--- config.mk ---
export PLATFORM = sky130hd
export DESIGN_NAME = tblock_dispatcher_flat
export DESIGN_NICKNAME = d
export VERILOG_FILES = /design/src/rtl/tblock_dispatcher_pkg.sv /design/src/rtl/tblock_dispatcher_if.sv /design/src/rtl/stream_arbiter.sv /design/src/rtl/tblock_id_pool.sv /design/src/rtl/tblock_dispatcher.sv /design/src/flat_wrapper.sv
export SDC_FILE = /design/constraint.sdc
export NUM_CORES = 1
export LEC_CHECK = 0
export CAP_MARGIN = 20
export CORE_UTILIZATION = 45
export DETAILED_ROUTE_END_ITERATION = 7
export PLACE_DENSITY = 0.8
export SYNTH_ARGS = -nofsm -noshare
export SYNTH_HDL_FRONTEND = slang
export SYNTH_SLANG_ARGS = --single-unit
--- constraint.sdc ---
create_clock -name clk_i -period 3.67 [get_ports clk_i]
set_input_delay 0.367 -clock clk_i [delete_from_list [all_inputs] [get_ports clk_i]]
set_output_delay 0.367 -clock clk_i [all_outputs]
set_load 0.02 [all_outputs]
--- src/rtl/tblock_dispatcher_pkg.sv ---
// tblock_dispatcher_pkg: shared sizes, typedefs and the dispatcher FSM state
// encoding for the thread-block dispatcher slice.
package tblock_dispatcher_pkg;

  localparam int NUM_CLUSTERS    = 2;
  localparam int PC_WIDTH        = 16;
  localparam int ADDR_WIDTH      = 32;
  localparam int TBLOCK_IDX_BITS = 8;
  localparam int TBLOCK_ID_BITS  = 3;
  localparam int NUM_IDS         = 1 << TBLOCK_ID_BITS;
  localparam int CLUSTER_IDX_W   = (NUM_CLUSTERS > 1) ? $clog2(NUM_CLUSTERS) : 1;

  typedef logic [PC_WIDTH-1:0]        pc_t;
  typedef logic [ADDR_WIDTH-1:0]      addr_t;
  typedef logic [TBLOCK_IDX_BITS-1:0] tblock_idx_t;
  typedef logic [TBLOCK_ID_BITS-1:0]  tblock_id_t;
  typedef logic [TBLOCK_IDX_BITS:0]   tblock_cnt_t;
  typedef logic [TBLOCK_ID_BITS:0]    outstanding_t;
  typedef logic [CLUSTER_IDX_W-1:0]   cluster_idx_t;

  // Largest kernel size; bigger launch requests are clamped to this.
  localparam tblock_cnt_t MAX_TBLOCKS = tblock_cnt_t'(1 << TBLOCK_IDX_BITS);

  typedef enum logic [1:0] {
    ST_IDLE,
    ST_DISPATCH,
    ST_DRAIN,
    ST_DONE
  } dispatch_state_e;

  // Round-robin successor of a cluster index.
  function automatic cluster_idx_t rr_next(input cluster_idx_t idx);
    if (idx == cluster_idx_t'(NUM_CLUSTERS - 1)) return '0;
    return idx + 1'b1;
  endfunction

endpackage

--- src/rtl/tblock_dispatcher_if.sv ---
// tblock_dispatcher_if: launch, kernel-done, allocation and completion
// signals between a host/cluster side (master) and the dispatcher (slave).
// Handshakes: a transfer happens in any cycle where valid and ready are both
// high; valid never waits on ready, and allocate_warp_o is a ready-less
// single-cycle strobe.
interface tblock_dispatcher_if;
  import tblock_dispatcher_pkg::*;

  logic                                     launch_valid_i;
  logic                                     launch_ready_o;
  pc_t                                      launch_pc_i;
  addr_t                                    launch_dp_addr_i;
  tblock_cnt_t                              launch_num_tblocks_i;
  logic                                     kernel_done_o;
  logic                                     kernel_done_ready_i;
  logic [NUM_CLUSTERS-1:0]                  warp_free_i;
  logic [NUM_CLUSTERS-1:0]                  allocate_warp_o;
  pc_t                                      allocate_pc_o;
  addr_t                                    allocate_dp_addr_o;
  tblock_idx_t                              allocate_tblock_idx_o;
  tblock_id_t                               allocate_tblock_id_o;
  logic [NUM_CLUSTERS-1:0]                  tblock_done_i;
  logic [NUM_CLUSTERS*TBLOCK_ID_BITS-1:0]   tblock_done_id_i;
  logic [NUM_CLUSTERS-1:0]                  tblock_done_ready_o;

  modport slave (
    input  launch_valid_i, launch_pc_i, launch_dp_addr_i, launch_num_tblocks_i,
    input  kernel_done_ready_i, warp_free_i, tblock_done_i, tblock_done_id_i,
    output launch_ready_o, kernel_done_o, allocate_warp_o, allocate_pc_o,
    output allocate_dp_addr_o, allocate_tblock_idx_o, allocate_tblock_id_o,
    output tblock_done_ready_o
  );

  modport master (
    output launch_valid_i, launch_pc_i, launch_dp_addr_i, launch_num_tblocks_i,
    output kernel_done_ready_i, warp_free_i, tblock_done_i, tblock_done_id_i,
    input  launch_ready_o, kernel_done_o, allocate_warp_o, allocate_pc_o,
    input  allocate_dp_addr_o, allocate_tblock_idx_o, allocate_tblock_id_o,
    input  tblock_done_ready_o
  );

endinterface

--- src/rtl/stream_arbiter.sv ---
// stream_arbiter: round-robin arbiter over NumInp valid/ready streams.
// Ports: inp_valid_i/inp_ready_o/inp_data_i (packed, input 0 in LSBs),
// oup_valid_o/oup_ready_i/oup_data_o. The search starts at the input after
// the previous winner; ready is one-hot to the winner in the same cycle.
module stream_arbiter #(
  parameter int NumInp    = 2,
  parameter int DataWidth = 1
) (
  input  logic                          clk_i,
  input  logic                          rst_i,
  input  logic [NumInp-1:0]             inp_valid_i,
  output logic [NumInp-1:0]             inp_ready_o,
  input  logic [NumInp*DataWidth-1:0]   inp_data_i,
  output logic                          oup_valid_o,
  input  logic                          oup_ready_i,
  output logic [DataWidth-1:0]          oup_data_o
);

  localparam int IdxW = (NumInp > 1) ? $clog2(NumInp) : 1;

  logic [IdxW-1:0] rr_q;
  logic [IdxW-1:0] cand;
  logic [IdxW-1:0] win;

  always_comb begin
    oup_valid_o = 1'b0;
    win         = rr_q;
    cand        = '0;
    for (int i = 0; i < NumInp; i++) begin
      cand = IdxW'((int'(rr_q) + i) % NumInp);
      if (!oup_valid_o && inp_valid_i[cand]) begin
        oup_valid_o = 1'b1;
        win         = cand;
      end
    end
  end

  always_comb begin
    inp_ready_o = '0;
    if (oup_valid_o && oup_ready_i) inp_ready_o[win] = 1'b1;
  end

  assign oup_data_o = inp_data_i[win*DataWidth +: DataWidth];

  always_ff @(posedge clk_i) begin
    if (rst_i) begin
      rr_q <= '0;
    end else if (oup_valid_o && oup_ready_i) begin
      rr_q <= (win == IdxW'(NumInp - 1)) ? '0 : win + 1'b1;
    end
  end

endmodule

--- src/rtl/tblock_id_pool.sv ---
// tblock_id_pool: bitmap of in-flight thread-block ids.
// Ports: alloc_i claims alloc_id_o (lowest free id); full_o when every id is
// busy; free_i/free_id_i release an id; free_stale_o flags a release of an
// id that is not busy (the pool is left unchanged in that case).
module tblock_id_pool
  import tblock_dispatcher_pkg::*;
(
  input  logic       clk_i,
  input  logic       rst_i,
  input  logic       alloc_i,
  output tblock_id_t alloc_id_o,
  output logic       full_o,
  input  logic       free_i,
  input  tblock_id_t free_id_i,
  output logic       free_stale_o
);

  logic [NUM_IDS-1:0] busy_q;
  logic [NUM_IDS-1:0] busy_d;

  // Descending scan so the last hit is the lowest free index.
  always_comb begin
    alloc_id_o = '0;
    for (int i = NUM_IDS - 1; i >= 0; i--) begin
      if (!busy_q[i]) alloc_id_o = tblock_id_t'(i);
    end
  end

  assign full_o       = &busy_q;
  assign free_stale_o = free_i & ~busy_q[free_id_i];

  // Alloc picks a free id and a valid free names a busy one, so they never
  // collide; the freed id only shows as free from the next cycle on.
  always_comb begin
    busy_d = busy_q;
    if (alloc_i && !full_o)       busy_d[alloc_id_o] = 1'b1;
    if (free_i && !free_stale_o)  busy_d[free_id_i]  = 1'b0;
  end

  always_ff @(posedge clk_i) begin
    if (rst_i) busy_q <= '0;
    else       busy_q <= busy_d;
  end

  always_ff @(posedge clk_i) begin
    if (!rst_i && free_i) begin
      assert (busy_q[free_id_i])
        else $warning("tblock_id_pool: completion for id %0d that is not in flight", free_id_i);
    end
  end

endmodule

--- src/rtl/tblock_dispatcher.sv ---
// tblock_dispatcher: accepts one kernel launch, issues its thread blocks one
// per cycle to free clusters (round-robin), tags each with a unique in-flight
// id, collects completions and reports kernel done.
// Ports: clk_i, rst_i (sync, active-high); bus (slave side of
// tblock_dispatcher_if); dbg_state_o / dbg_outstanding_o expose the FSM state
// and in-flight block count.
module tblock_dispatcher
  import tblock_dispatcher_pkg::*;
(
  input  logic                 clk_i,
  input  logic                 rst_i,
  tblock_dispatcher_if.slave   bus,
  output dispatch_state_e      dbg_state_o,
  output outstanding_t         dbg_outstanding_o
);

  dispatch_state_e state_q, state_d;
  pc_t             pc_q;
  addr_t           dp_q;
  tblock_cnt_t     num_q;
  tblock_cnt_t     dispatched_q;
  outstanding_t    outstanding_q;
  cluster_idx_t    rr_alloc_q;

  logic            launch_fire;
  tblock_cnt_t     launch_num;
  logic            alloc_fire;
  logic            pool_full;
  tblock_id_t      free_id;
  cluster_idx_t    alloc_target;
  cluster_idx_t    cand;
  logic            done_valid;
  tblock_id_t      done_id;
  logic            done_stale;
  logic            retire;

  assign launch_fire = bus.launch_valid_i & bus.launch_ready_o;
  assign launch_num  = (bus.launch_num_tblocks_i > MAX_TBLOCKS) ? MAX_TBLOCKS
                                                                : bus.launch_num_tblocks_i;

  // First free cluster at or after the round-robin pointer.
  always_comb begin
    alloc_target = rr_alloc_q;
    cand         = '0;
    for (int i = NUM_CLUSTERS - 1; i >= 0; i--) begin
      cand = cluster_idx_t'((int'(rr_alloc_q) + i) % NUM_CLUSTERS);
      if (bus.warp_free_i[cand]) alloc_target = cand;
    end
  end

  assign alloc_fire = (state_q == ST_DISPATCH) && (dispatched_q < num_q) &&
                      !pool_full && (|bus.warp_free_i);

  always_comb begin
    bus.allocate_warp_o = '0;
    if (alloc_fire) bus.allocate_warp_o[alloc_target] = 1'b1;
  end

  assign bus.allocate_pc_o         = pc_q;
  assign bus.allocate_dp_addr_o    = dp_q;
  assign bus.allocate_tblock_idx_o = dispatched_q[TBLOCK_IDX_BITS-1:0];
  assign bus.allocate_tblock_id_o  = free_id;

  // The dispatcher always takes a completion, so the arbiter output is
  // never back-pressured.
  stream_arbiter #(
    .NumInp    (NUM_CLUSTERS),
    .DataWidth (TBLOCK_ID_BITS)
  ) u_done_arb (
    .clk_i       (clk_i),
    .rst_i       (rst_i),
    .inp_valid_i (bus.tblock_done_i),
    .inp_ready_o (bus.tblock_done_ready_o),
    .inp_data_i  (bus.tblock_done_id_i),
    .oup_valid_o (done_valid),
    .oup_ready_i (1'b1),
    .oup_data_o  (done_id)
  );

  tblock_id_pool u_id_pool (
    .clk_i        (clk_i),
    .rst_i        (rst_i),
    .alloc_i      (alloc_fire),
    .alloc_id_o   (free_id),
    .full_o       (pool_full),
    .free_i       (done_valid),
    .free_id_i    (done_id),
    .free_stale_o (done_stale)
  );

  assign retire = done_valid & ~done_stale;

  always_comb begin
    state_d = state_q;
    case (state_q)
      ST_IDLE:     if (launch_fire) state_d = (launch_num == '0) ? ST_DONE : ST_DISPATCH;
      ST_DISPATCH: if (alloc_fire && (dispatched_q + tblock_cnt_t'(1)) == num_q) state_d = ST_DRAIN;
      ST_DRAIN:    if (outstanding_q == '0) state_d = ST_DONE;
      ST_DONE:     if (bus.kernel_done_ready_i) state_d = ST_IDLE;
      default:     state_d = ST_IDLE;
    endcase
  end

  assign bus.launch_ready_o = (state_q == ST_IDLE);
  assign bus.kernel_done_o  = (state_q == ST_DONE);
  assign dbg_state_o        = state_q;
  assign dbg_outstanding_o  = outstanding_q;

  always_ff @(posedge clk_i) begin
    if (rst_i) begin
      state_q       <= ST_IDLE;
      pc_q          <= '0;
      dp_q          <= '0;
      num_q         <= '0;
      dispatched_q  <= '0;
      outstanding_q <= '0;
      rr_alloc_q    <= '0;
    end else begin
      state_q <= state_d;
      if (launch_fire) begin
        pc_q         <= bus.launch_pc_i;
        dp_q         <= bus.launch_dp_addr_i;
        num_q        <= launch_num;
        dispatched_q <= '0;
      end
      if (alloc_fire) begin
        dispatched_q <= dispatched_q + tblock_cnt_t'(1);
        rr_alloc_q   <= rr_next(alloc_target);
      end
      case ({alloc_fire, retire})
        2'b10:   outstanding_q <= outstanding_q + outstanding_t'(1);
        2'b01:   outstanding_q <= outstanding_q - outstanding_t'(1);
        default: outstanding_q <= outstanding_q;
      endcase
    end
  end

endmodule

--- src/flat_wrapper.sv ---
// flat-port wrapper written by rule: the top's interface ports become plain ports
module tblock_dispatcher_flat import tblock_dispatcher_pkg::*;
  (clk_i, rst_i, dbg_state_o, dbg_outstanding_o, bus_launch_valid_i, bus_launch_pc_i, bus_launch_dp_addr_i, bus_launch_num_tblocks_i, bus_kernel_done_ready_i, bus_warp_free_i, bus_tblock_done_i, bus_tblock_done_id_i, bus_launch_ready_o, bus_kernel_done_o, bus_allocate_warp_o, bus_allocate_pc_o, bus_allocate_dp_addr_o, bus_allocate_tblock_idx_o, bus_allocate_tblock_id_o, bus_tblock_done_ready_o);
  tblock_dispatcher_if bus_i ();
  input  logic clk_i;
  input  logic rst_i;
  output dispatch_state_e dbg_state_o;
  output outstanding_t dbg_outstanding_o;
  input wire logic [$bits(bus_i.launch_valid_i)-1:0] bus_launch_valid_i;
  input wire logic [$bits(bus_i.launch_pc_i)-1:0] bus_launch_pc_i;
  input wire logic [$bits(bus_i.launch_dp_addr_i)-1:0] bus_launch_dp_addr_i;
  input wire logic [$bits(bus_i.launch_num_tblocks_i)-1:0] bus_launch_num_tblocks_i;
  input wire logic [$bits(bus_i.kernel_done_ready_i)-1:0] bus_kernel_done_ready_i;
  input wire logic [$bits(bus_i.warp_free_i)-1:0] bus_warp_free_i;
  input wire logic [$bits(bus_i.tblock_done_i)-1:0] bus_tblock_done_i;
  input wire logic [$bits(bus_i.tblock_done_id_i)-1:0] bus_tblock_done_id_i;
  output wire logic [$bits(bus_i.launch_ready_o)-1:0] bus_launch_ready_o;
  output wire logic [$bits(bus_i.kernel_done_o)-1:0] bus_kernel_done_o;
  output wire logic [$bits(bus_i.allocate_warp_o)-1:0] bus_allocate_warp_o;
  output wire logic [$bits(bus_i.allocate_pc_o)-1:0] bus_allocate_pc_o;
  output wire logic [$bits(bus_i.allocate_dp_addr_o)-1:0] bus_allocate_dp_addr_o;
  output wire logic [$bits(bus_i.allocate_tblock_idx_o)-1:0] bus_allocate_tblock_idx_o;
  output wire logic [$bits(bus_i.allocate_tblock_id_o)-1:0] bus_allocate_tblock_id_o;
  output wire logic [$bits(bus_i.tblock_done_ready_o)-1:0] bus_tblock_done_ready_o;
  assign bus_i.launch_valid_i = bus_launch_valid_i;
  assign bus_i.launch_pc_i = bus_launch_pc_i;
  assign bus_i.launch_dp_addr_i = bus_launch_dp_addr_i;
  assign bus_i.launch_num_tblocks_i = bus_launch_num_tblocks_i;
  assign bus_i.kernel_done_ready_i = bus_kernel_done_ready_i;
  assign bus_i.warp_free_i = bus_warp_free_i;
  assign bus_i.tblock_done_i = bus_tblock_done_i;
  assign bus_i.tblock_done_id_i = bus_tblock_done_id_i;
  assign bus_launch_ready_o = bus_i.launch_ready_o;
  assign bus_kernel_done_o = bus_i.kernel_done_o;
  assign bus_allocate_warp_o = bus_i.allocate_warp_o;
  assign bus_allocate_pc_o = bus_i.allocate_pc_o;
  assign bus_allocate_dp_addr_o = bus_i.allocate_dp_addr_o;
  assign bus_allocate_tblock_idx_o = bus_i.allocate_tblock_idx_o;
  assign bus_allocate_tblock_id_o = bus_i.allocate_tblock_id_o;
  assign bus_tblock_done_ready_o = bus_i.tblock_done_ready_o;
  tblock_dispatcher u_core (.clk_i(clk_i), .rst_i(rst_i), .bus(bus_i), .dbg_state_o(dbg_state_o), .dbg_outstanding_o(dbg_outstanding_o));
endmodule
Yosys cells after proc, flatten, opt, wreduce, memory -nomap -nowiden:

Cells that the tools add are included.

* register bits after elaboration: 82
* latch bits: 0
* RAM bits: 0
* memory bits (read-only): 0
* input bits: 71
* output and inout port bits: 71
* memories: 0

* $add $sub $neg: 7
* multipliers: 1
* divide/modulo/power cells: 0
* $lt $le $gt $ge: 14
* equality and inequality tests: 10
* shift operators: 1
* mux-type cells: 51
* bitwise logic cells: 8
* reduce and logical (&&, ||, !) cells: 22

Operators by type and width (count)
* two-way mux 9 bit: 3
* two-way mux 1 bit: 24
* two-way mux 3 bit: 8
* two-way mux 8 bit: 2
* two-way mux 2 bit: 7
* < comparator 1 x 2 -> 1 bit, second input constant: 6
* logical AND 1 bit: 11
* adder 9 x 1 -> 9 bit, second input constant: 1
* == test 9 bit: 1
* > comparator 9 bit, second input constant: 1
* logical NOT 9 bit: 1
* < comparator 9 bit: 1
* bitwise AND 8 bit: 1
* < comparator 3 x 4 -> 1 bit, second input constant: 2
* inverter 8 bit: 1
* OR 8 bit: 1
* one-hot mux 2 bit (4 select lines): 1
* one-hot mux 4 bit (2 select lines): 1
* AND reduction 8 bit: 1
* demux 1 bit (select 3 bit): 2
* == test 2 bit, second input constant: 3
* >= comparator 3 x 1 -> 1 bit, second input constant: 2
* inequality test 2 bit, second input constant: 3
* variable part select 6 x 4 -> 3 bit: 1
* 17 further kinds: 29

Depth between registers and ports, before layout:

Gate-level depths: netlist (run 1).

* word-level depth: 16
* mapped depth: 15
* mapped depth without buffers: 14

Hierarchy:

A second synthesis (run 1) with hierarchy kept.

* cells, all modules: 510
* area, all modules: 4101.4 sq um

Modules (own cells, without submodules)
* tblock_dispatcher: times used 1, cells each 436, area an instance 3475.8 sq um
* tblock_id_pool: times used 1, cells each 60, area an instance 515.5 sq um
* stream_arbiter: times used 1, cells each 14, area an instance 110.1 sq um

Worst setup path before layout (run 1):

OpenSTA, ideal clock, no wires.

* kind: input to register
* start: input port bus_tblock_done_i[0]
* end: register u_core.outstanding_q[2], in the netlist u_core.dbg_outstanding_o[2]
* setup time: 71 ps
* data arrival time: 3233 ps
* data required time: 3599 ps
* path slack: 366 ps
* stages on the path: 12
* buffers on the path: 0
* path through: inv_1 maj3_1 mux2i_1 mux4_2 a22o_1 ha_1 xor2_1 ha_1 a21oi_1 xor2_1 or3_1 a21oi_1

* longest elaborated chain between the ends: 16

Ends and longest elaborated chain
* from (decl): RTL line flat_wrapper.sv:15 `input wire logic [$bits(bus_i.tblock_done_i)-1:0] bus_tblock_done_i;`
* two-way mux 1 bit (implied by the code) (2 in series): RTL line stream_arbiter.sv:31 `if (!oup_valid_o && inp_valid_i[cand]) begin`
* two-way mux 1 bit: RTL line stream_arbiter.sv:31
* logical NOT 1 bit: RTL line stream_arbiter.sv:31
* logical AND 1 bit: RTL line stream_arbiter.sv:31
* two-way mux 1 bit: RTL line stream_arbiter.sv:31
* multiplier 1 x 2 -> 3 bit: RTL line stream_arbiter.sv:43 `assign oup_data_o = inp_data_i[win*DataWidth +: DataWidth];`
* variable part select 6 x 4 -> 3 bit: RTL line stream_arbiter.sv:43
* binary-select mux 1 bit (select 3 bit): RTL line tblock_id_pool.sv:30 `assign free_stale_o = free_i & ~busy_q[free_id_i];`
* two-way mux 1 bit (implied by the code): RTL line tblock_id_pool.sv:30
* inverter 1 bit: RTL line tblock_id_pool.sv:30
* bitwise AND 1 bit: RTL line tblock_id_pool.sv:30
* inverter 1 bit: RTL line tblock_dispatcher.sv:91 `assign retire = done_valid & ~done_stale;`
* bitwise AND 1 bit (*): RTL line tblock_dispatcher.sv:91
* == test 2 x 1 -> 1 bit / == test 2 bit (equally long branches): RTL line tblock_dispatcher.sv:130 `case ({alloc_fire, retire})`
* one-hot mux 4 bit (2 select lines) / nonzero test 2 bit (equally long branches)
* to (signal assigned): RTL line tblock_dispatcher.sv:131 `2'b10: outstanding_q <= outstanding_q + outstanding_t'(1);`
* to (signal assigned): RTL line tblock_dispatcher.sv:132 `2'b01: outstanding_q <= outstanding_q - outstanding_t'(1);`
* to (signal assigned): RTL line tblock_dispatcher.sv:133 `default: outstanding_q <= outstanding_q;`
* to (decl): RTL line tblock_dispatcher.sv:22 `outstanding_t outstanding_q;`

Every way passes the cells marked *; elsewhere a longest branch is shown, timed or not. The select of a mux whose other input is x is not followed.
A chain may end at the register's enable or synchronous reset.

Final worst setup path (run 1):

* start: register u_core.num_q[4]
* end: output port bus_allocate_warp_o[1]

* longest elaborated chain between the ends: 5

Ends and longest elaborated chain
* from (decl): RTL line tblock_dispatcher.sv:20 `tblock_cnt_t num_q;`
* from (signal assigned): RTL line tblock_dispatcher.sv:123 `num_q <= launch_num;`
* < comparator 9 bit: RTL line tblock_dispatcher.sv:51 `assign alloc_fire = (state_q == ST_DISPATCH) && (dispatched_q < num_q) &&`
* logical AND 1 bit (2 in series): RTL line tblock_dispatcher.sv:51
* logical AND 1 bit: RTL line tblock_dispatcher.sv:52 `!pool_full && (|bus.warp_free_i);`
* two-way mux 2 bit: RTL line tblock_dispatcher.sv:56 `if (alloc_fire) bus.allocate_warp_o[alloc_target] = 1'b1;`
* to (decl): RTL line flat_wrapper.sv:19 `output wire logic [$bits(bus_i.allocate_warp_o)-1:0] bus_allocate_warp_o;`

Every way passes these cells.

==> results of run 1 <==
==> metrics by stage <==
stage | power [W] | setup slack (ps) | hold WS [ps] | std cells | setup TNS, ps
3_3_place_gp | 0.00221 | 57.4 | 441 | 731 | 0
3_5_place_dp | 0.00223 | -35.3 | 450 | 731 | -43.1
4_1_cts | 0.00285 | 319 | 460 | 747 | 0
2_1_floorplan | 0.00178 | 366 | 436 | 505 | 0
6_report | 0.00285 | 322 | 459 | 748 | 0
5_1_grt | 0.00301 | 165 | 477 | 748 | 0
==> how the worst min path moves through the flow <==
stage | cells after the start | slack (ps) | startpoint | end
floorplan | 2 | 440 | u_core.num_q[0] | u_core.num_q[0]
detailed placement | 2 | 450 | u_core.bus.allocate_dp_addr_o[29] | u_core.bus.allocate_dp_addr_o[29]
global route | 2 | 480 | u_core.bus.allocate_pc_o[2] | u_core.bus.allocate_pc_o[2]
global placement | 2 | 440 | u_core.bus.allocate_pc_o[14] | u_core.bus.allocate_pc_o[14]
finish | 2 | 460 | u_core.bus.allocate_pc_o[2] | u_core.bus.allocate_pc_o[2]
CTS | 2 | 460 | u_core.bus.allocate_pc_o[2] | u_core.bus.allocate_pc_o[2]
==> layer usage <==
| metal | up-vias | part of all wire, % | track usage, % |
|---|---|---|---|
| li1 | 2008 | - | - |
| met1 | 1923 | 40 | 26.6 |
| met2 | 172 | 48 | 39.2 |
| met3 | 20 | 10 | 9.61 |
| met4 | 0 | 2.2 | 9.53 |
| met5 | - | 0 | 0 |
==> registers in the layout (all words and copies together) (netlist names) <==
name / cells
u_core.u_done_arb.rr_q: 1
u_core.num_q: 9
u_core.rr_alloc_q: 1
u_core.dbg_state_o: 2
u_core.u_id_pool.busy_q: 8
u_core.dbg_outstanding_o: 4
u_core.bus.allocate_dp_addr_o: 32
u_core.dispatched_q: 9
u_core.bus.allocate_pc_o: 16
==> cell families (layout without fill, tap and decap cells) <==
logic type                 count (synthesis)  after routing  synth area share (%)
AOI/OAI and AO/OA                        135            135                  20.2
xor gates and xnor gates                  12             12                  2.60
adders and majority gates                 18             18                  5.50
buffers and inverters                     52            187                  5.97
DFF                                       82             82                  40.6
muxes                                      5              5                  1.86
and+or+nand+nor                          201            201                  23.3
==> power breakdown <==
| part | switching (W) | internal (W) | total, W | leakage (nW) |
|---|---|---|---|---|
| Clock | 0.000360 | 0.000259 | 0.000620 | 0.0965 |
| Combinational | 0.000634 | 0.000486 | 0.00112 | 1.32 |
| Sequential | 0.0000950 | 0.00102 | 0.00111 | 0.669 |
| Total | 0.00109 | 0.00176 | 0.00285 | 2.08 |
==> synth_stat cells, drive strengths merged (3+ instances only) <==
cell type	count	area [sq um]
nand4	5	31.3
buf	14	93.8
xor2	7	61.3
dfxtp	82	1640
nor2b	5	31.3
clkbuf	17	63.8
o21ai	20	100
nor3	11	55.1
nand3	4	20.0
nand2	121	454
and2	4	25.0
and3	5	31.3
ha	17	213
o21a	3	22.5
a311oi	8	76.3
a21oi	80	400
or3	6	37.5
nor2	17	71.3
mux2i	3	30.0
inv	20	75.1
xnor2	5	43.8
a31oi	4	25.0
nand2b	3	18.8
nor4	3	33.8
nand3b	12	90.1
==> worst max-delay path, stage by stage, from the launching register on <==
cell and delay, ps:
dfxtp_1 380, inv_1 60, ha_1 290, a211oi_1 200, nand2_1 110, o21a_1 350
nor2_4 290, inv_2 160, a21oi_1 170, clkdlybuf4s50_1 630
==> final cells by class <==
cell class              instances  area share [%]
repair buffers                151            26.2
clock inverters                 7            1.05
clock buffers                   9            2.17
inverters                      20            1.32
multi-input cells             371            38.0
flip-flops and latches         82            28.8
well taps                     108            2.37
==> cell usage in the layout (no fill, tap or decap), types with 2 or more instances in the layout <==
cell / n
nor3_1: 11
and3_1: 5
nor2_1: 16
dfxtp_1: 82
nand3b_1: 12
nand4_1: 5
xnor2_1: 5
ha_1: 17
clkdlybuf4s50_1: 140
mux2i_1: 3
nand2b_1: 3
xor2_1: 7
buf_4: 9
and2_1: 3
inv_1: 19
clkbuf_8: 9
a21boi_1: 2
a22o_1: 2
nand2_1: 120
a21oi_1: 80
a31oi_1: 4
mux4_2: 2
or3_1: 6
o21ai_1: 10
nor4_1: 2
clkinv_4: 2
nor2b_1: 5
o21a_1: 3
a311oi_1: 7
and4_1: 2
inv_6: 3
nand3_1: 4
a211oi_1: 2
o21ai_0: 10
==> summary.txt, run 1 <==
Final layout
  – Synthesis-to-finish area growth: 40.8%
  – Final design area excluding fillers: between 0.005 and 0.006 sq mm
  – Net count, final: between 700 and 800
  – Finished Core Util: about 65%
  – Area taken by flip-flops and latches: about 0.0016 sq mm
  – Diode insertion count for antenna repair: 0
  – Area used by multi-input combinational logic: ~0.0022 sq mm
  – Layout filler cell count: between 700 and 800
  – Proportion of layout cells with a drive suffix above 1: ~6.3%

Clock tree
  – Level count of the clock H-tree: 3
  – Cts-stage hold buffer count: 0
  – Clock slew at reported path FFs: 90 ps
  – Worst skew pair latency: roughly 360 ps
  – Buffer depth of the longest clock path: 2
  – TritonCTS clock tree: built
  – Clock buffers created by TritonCTS: 9
  – Count of cells resized by post-cts repair: 0
  – Number of setup buffers added after CTS: 0
  – Clock root buffer master: clkbuf_8
  – TritonCTS sink count: between 80 and 90

Floorplan
  – Area of the core region: approximately 0.0087 sq mm
  – Initial core utilization: between 40% and 50%
  – Std cell rows: 34
  – Die span in y: approximately 97 um
  – Die extent in x: around 97 um
  – Top-level port count: between 100 and 150
  – Die Area: 0.00938 sq mm

Synth
  – Post-synthesis register bit count: just over 80
  – Yosys warning count: 0
  – Net count after synthesis: just under 600
  – Unique cell type count in the Yosys netlist: 55
  – Fraction of registers with async set/reset: 0%
  – Sequential-to-total area share from yosys stat: between 40% and 50%
  – Mapped Avg Cell Area: between 8 and 9 sq um
  – Post-synth EDFFs: 0
  – Area of the mapped netlist: 0.00405 sq mm
  – Most used DFF post-synth: dfxtp_1
  – Gate Count Post-Synth: between 500 and 600

STA
  – Final clock skew: about 16 ps
  – Pin slew with the least headroom to its limit: between 900 and 1000 ps
  – Number of slew-limit violations in the final report: 0
  – Unrepaired setup endpoints after global routing: false
  – Max-slew headroom: between 30% and 40%
  – Final Hold Viols: 0
  – Maximum clock frequency: 299 MHz
  – Final worst-path cycle share: between 90% and 100%
  – Post-layout min period: between 3000 and 4000 ps
  – Final count of negative-setup-slack endpoints: 0

Setup path
  – Crit Path Category: reg -> out
  – Worst flop-to-flop path endpoint: u_core.dbg_outstanding_o[2]
  – Origin of the worst setup path: u_core.num_q[4]
  – Critical Path Fanout Max: 10
  – Startpoint Class: flip-flop
  – CP Capture Point: bus_allocate_warp_o[1]
  – Arrival time of data at the critical path endpoint: around 3000 ps
  – Endpoint type of the worst setup path: primary output
  – Worst reg2reg setup slack: slightly above 500 ps
  – R2R Path Start: u_core.num_q[4]
  – R2R depth: 14
  – Required arrival time at the worst endpoint: between 3000 and 4000 ps

Place
  – Final weighted congestion of routability-driven global placement: about 0.84
  – Dpl hpwl: 8.08 mm
  – IO Port Bufs: roughly 140
  – Dpl cell area: about 0.0055 sq mm

Drt
  – Ratio of routed vias to standard cells: between 5 and 6
  – Wire length reported by the detailed router: ~11 mm
  – DR pass1 iterations: 4
  – Routed length per instance: around 15 um
  – Number of nets with antenna violations after detailed routing: 0
  – Number of vias in the routed layout: between 4000 and 5000
  – Number of violations reported at the end of detailed-routing iteration 0: approximately 160
  – # DRC: 0

GRT
  – Maximum number of pins on one net before global-route repair: 59
  – Number of antenna violations at the first check in global routing: 0
  – Remaining global-route overflow: 0
  – Wire length of the first global-routing pass: 18.3 mm
  – Total track usage: between 20% and 30%
  – Vias in the first global route: 4040

Pwr
  – Peak VDD IR: about 0.31 mV
  – Power per Cell Area: approximately 500 mW/mm^2
  – Static leakage power: about 2.1 nW

Outcome
  – Run status: completed

Job
  – Max capacitance violation total: 0

Hold path
  – Worst min-delay path class: reg -> reg
Note: power is estimated with default switching activity, not from simulation.
==> inputs of run 2 (changes only) <==
Settings changed: CORE_MARGIN from default to 4.
==> run 2 against run 1 <==
Net effect:
- sequential cell count stayed put
- final cell count is 0.27% lower
- non-clock buffer count is 2 lower
- highest routed layer unchanged
==> summary.txt, run 2 (same netlist as run 1, synthesis figures left out) <==
Place
  – IO Port Bufs: 141 (unchanged)
  – Dpl hpwl: 8.33 mm (was 8.08 mm)
  – Dpl cell area: 0.00548 sq mm (was 0.00549 sq mm)
  – DP Worst Slack: -37.3 ps (was -35.3 ps)
  – Final weighted congestion of routability-driven global placement: 0.865 (was 0.841)
  – Number of placed instances with taps included: 729 (was 731)

Final layout
  – Synthesis-to-finish area growth: 40.4% (was 40.8%)
  – Final design area excluding fillers: 0.00568 sq mm (was 0.00570 sq mm)
  – Most common cell after layout, fill and taps aside: clkdlybuf4s50_1 (unchanged)
  – Leading cell types in the layout, fill and taps excluded: clkdlybuf4s50_1 (140), nand2_1 (120), dfxtp_1 (82), a21oi_1 (80), inv_1 (19) (unchanged)
  – Finished Core Util: 65.1% (was 65.3%)
  – Net count, final: 721 (was 723)
  – Max reg flops: 32 (unchanged)
  – Diode insertion count for antenna repair: 0 (unchanged)
  – Post-layout instance count excluding filler cells: 746 (was 748)
  – Proportion of layout cells with a drive suffix above 1: 5.96% (was 6.25%)

STA
  – Max-slew headroom: 58.1% (was 37.6%)
  – Final Hold Viols: 0 (unchanged)
  – Pin slew with the least headroom to its limit: 628 ps (was 937 ps)
  – Number of slew-limit violations in the final report: 0 (unchanged)
  – Final count of negative-setup-slack endpoints: 0 (unchanged)
  – Final clock skew: 10.8 ps (was 16.0 ps)
  – Maximum clock frequency: 297 MHz (was 299 MHz)
  – Unrepaired setup endpoints after global routing: false (unchanged)
  – Final worst-path cycle share: 91.6% (was 91.2%)
  – PnR worst setup slack: 307 ps (was 322 ps)
  – Post-layout min period: 3360 ps (was 3350 ps)

Setup path
  – Critical Path Fanout Max: 4 (was 10)
  – Required arrival time at the worst endpoint: 3950 ps (was 3300 ps)
  – Startpoint Class: primary input (was flip-flop)
  – Crit Path Category: in -> reg (was reg -> out)
  – Endpoint type of the worst setup path: flip-flop (was primary output)
  – Arrival time of data at the critical path endpoint: 3640 ps (was 2980 ps)

Clock tree
  – Clock slew at reported path FFs: 90 ps (about the same)
  – Worst skew pair latency: 360 ps (about the same)
  – Clock buffers created by TritonCTS: 9 (unchanged)
  – Count of cells resized by post-cts repair: 0 (unchanged)
  – TritonCTS sink count: 82 (unchanged)
  – TritonCTS clock tree: built (unchanged)
  – Level count of the clock H-tree: 3 (unchanged)
  – Clock root buffer master: clkbuf_8 (unchanged)
  – Number of setup buffers added after CTS: 0 (unchanged)
  – Buffer depth of the longest clock path: 2 (unchanged)
  – Cts-stage hold buffer count: 0 (unchanged)

Pwr
  – Peak VDD IR: 0.357 mV (was 0.314 mV)
  – Static leakage power: 2.07 nW (was 2.08 nW)
  – Power per Cell Area: 502 mW/mm^2 (was 500 mW/mm^2)
  – Total power of the final layout: 0.00285 W (about the same)

Floorplan
  – Die Area: 0.0106 sq mm (was 0.00938 sq mm)
  – Initial core utilization: 46.4% (unchanged)
  – Die extent in x: 103 um (was 96.8 um)
  – Std cell rows: 34 (unchanged)
  – Top-level port count: 142 (unchanged)
  – Die span in y: 103 um (was 96.8 um)
  – Area of the core region: 0.00872 sq mm (unchanged)

Drt
  – # DRC: 0 (unchanged)
  – Number of vias in the routed layout: 3996 (was 4123)
  – DR pass1 iterations: 4 (unchanged)
  – Number of nets with antenna violations after detailed routing: 0 (unchanged)
  – Routed length per instance: 15.1 um (was 14.8 um)
  – Wire length reported by the detailed router: 11.2 mm (was 11.1 mm)
  – Number of violations reported at the end of detailed-routing iteration 0: 154 (was 159)
  – Ratio of routed vias to standard cells: 5.36 (was 5.51)

GRT
  – Vias in the first global route: 3839 (was 4040)
  – Number of antenna violations at the first check in global routing: 0 (unchanged)
  – Total track usage: 21.5% (was 23.5%)
  – Wire length of the first global-routing pass: 18.1 mm (was 18.3 mm)
  – Maximum number of pins on one net before global-route repair: 59 (unchanged)
  – Remaining global-route overflow: 0 (unchanged)

Hold path
  – Worst min-delay path class: reg -> reg (unchanged)

Job
  – Max capacitance violation total: 0 (unchanged)

Outcome
  – Run status: completed (unchanged)
## run 2: final cells by class
type	instances	area (sq um)
Timing Repair Buffer	149	1480
Fill cell	723	3040
Sequential cell	82	1640
Multi-Input combinational cell	371	2170
Inverter	20	75.1
Clock inverter	7	58.8
Clock buffer	9	124
Tap cell	108	135
## run 2: worst paths after layout
kind                               startpoint                               end  slack, ps  cells after the start
max                      bus_tblock_done_i[0]       u_core.dbg_outstanding_o[3]        310                     13
min reg2reg  u_core.bus.allocate_dp_addr_o[5]  u_core.bus.allocate_dp_addr_o[5]        460                      2
min          u_core.bus.allocate_dp_addr_o[5]  u_core.bus.allocate_dp_addr_o[5]        460                      2
max reg2reg            u_core.u_done_arb.rr_q       u_core.dbg_outstanding_o[3]        530                     11
## run 2: power by group
| group | total [W] | internal [W] | switching (W) | leakage, nW |
|---|---|---|---|---|
| Clock | 0.000616 | 0.000259 | 0.000357 | 0.0929 |
| Sequential | 0.00111 | 0.00102 | 0.0000890 | 0.669 |
| Combinational | 0.00113 | 0.000488 | 0.000641 | 1.31 |
## run 2: metrics by stage
step                setup TNS (ps)  hold slack, ps
floorplan                        0             436
global placement                 0             441
detailed placement           -67.2             446
CTS                              0             452
global route                     0             474
finish                           0             456
## run 2: worst max-delay path, cell delays in order
cell and delay, ps:
clkdlybuf4s50_1 490, inv_1 60, maj3_1 380, mux2i_1 170
buf_4 150, mux4_2 490, a22o_1 260, ha_1 240
nor2b_1 180, a21oi_1 90, o32a_1 290, or3_1 310
a21oi_1 150
## run 2: metal layers
metal / part of all wire, % / vias to the layer above / GRT usage (%)
met1: 39 / 1827 / 24.0
met2: 49 / 152 / 37.3
met4: 1.2 / 0 / 4.48
li1: - / 2002 / -
met5: 0 / - / 0
met3: 11 / 15 / 10.5
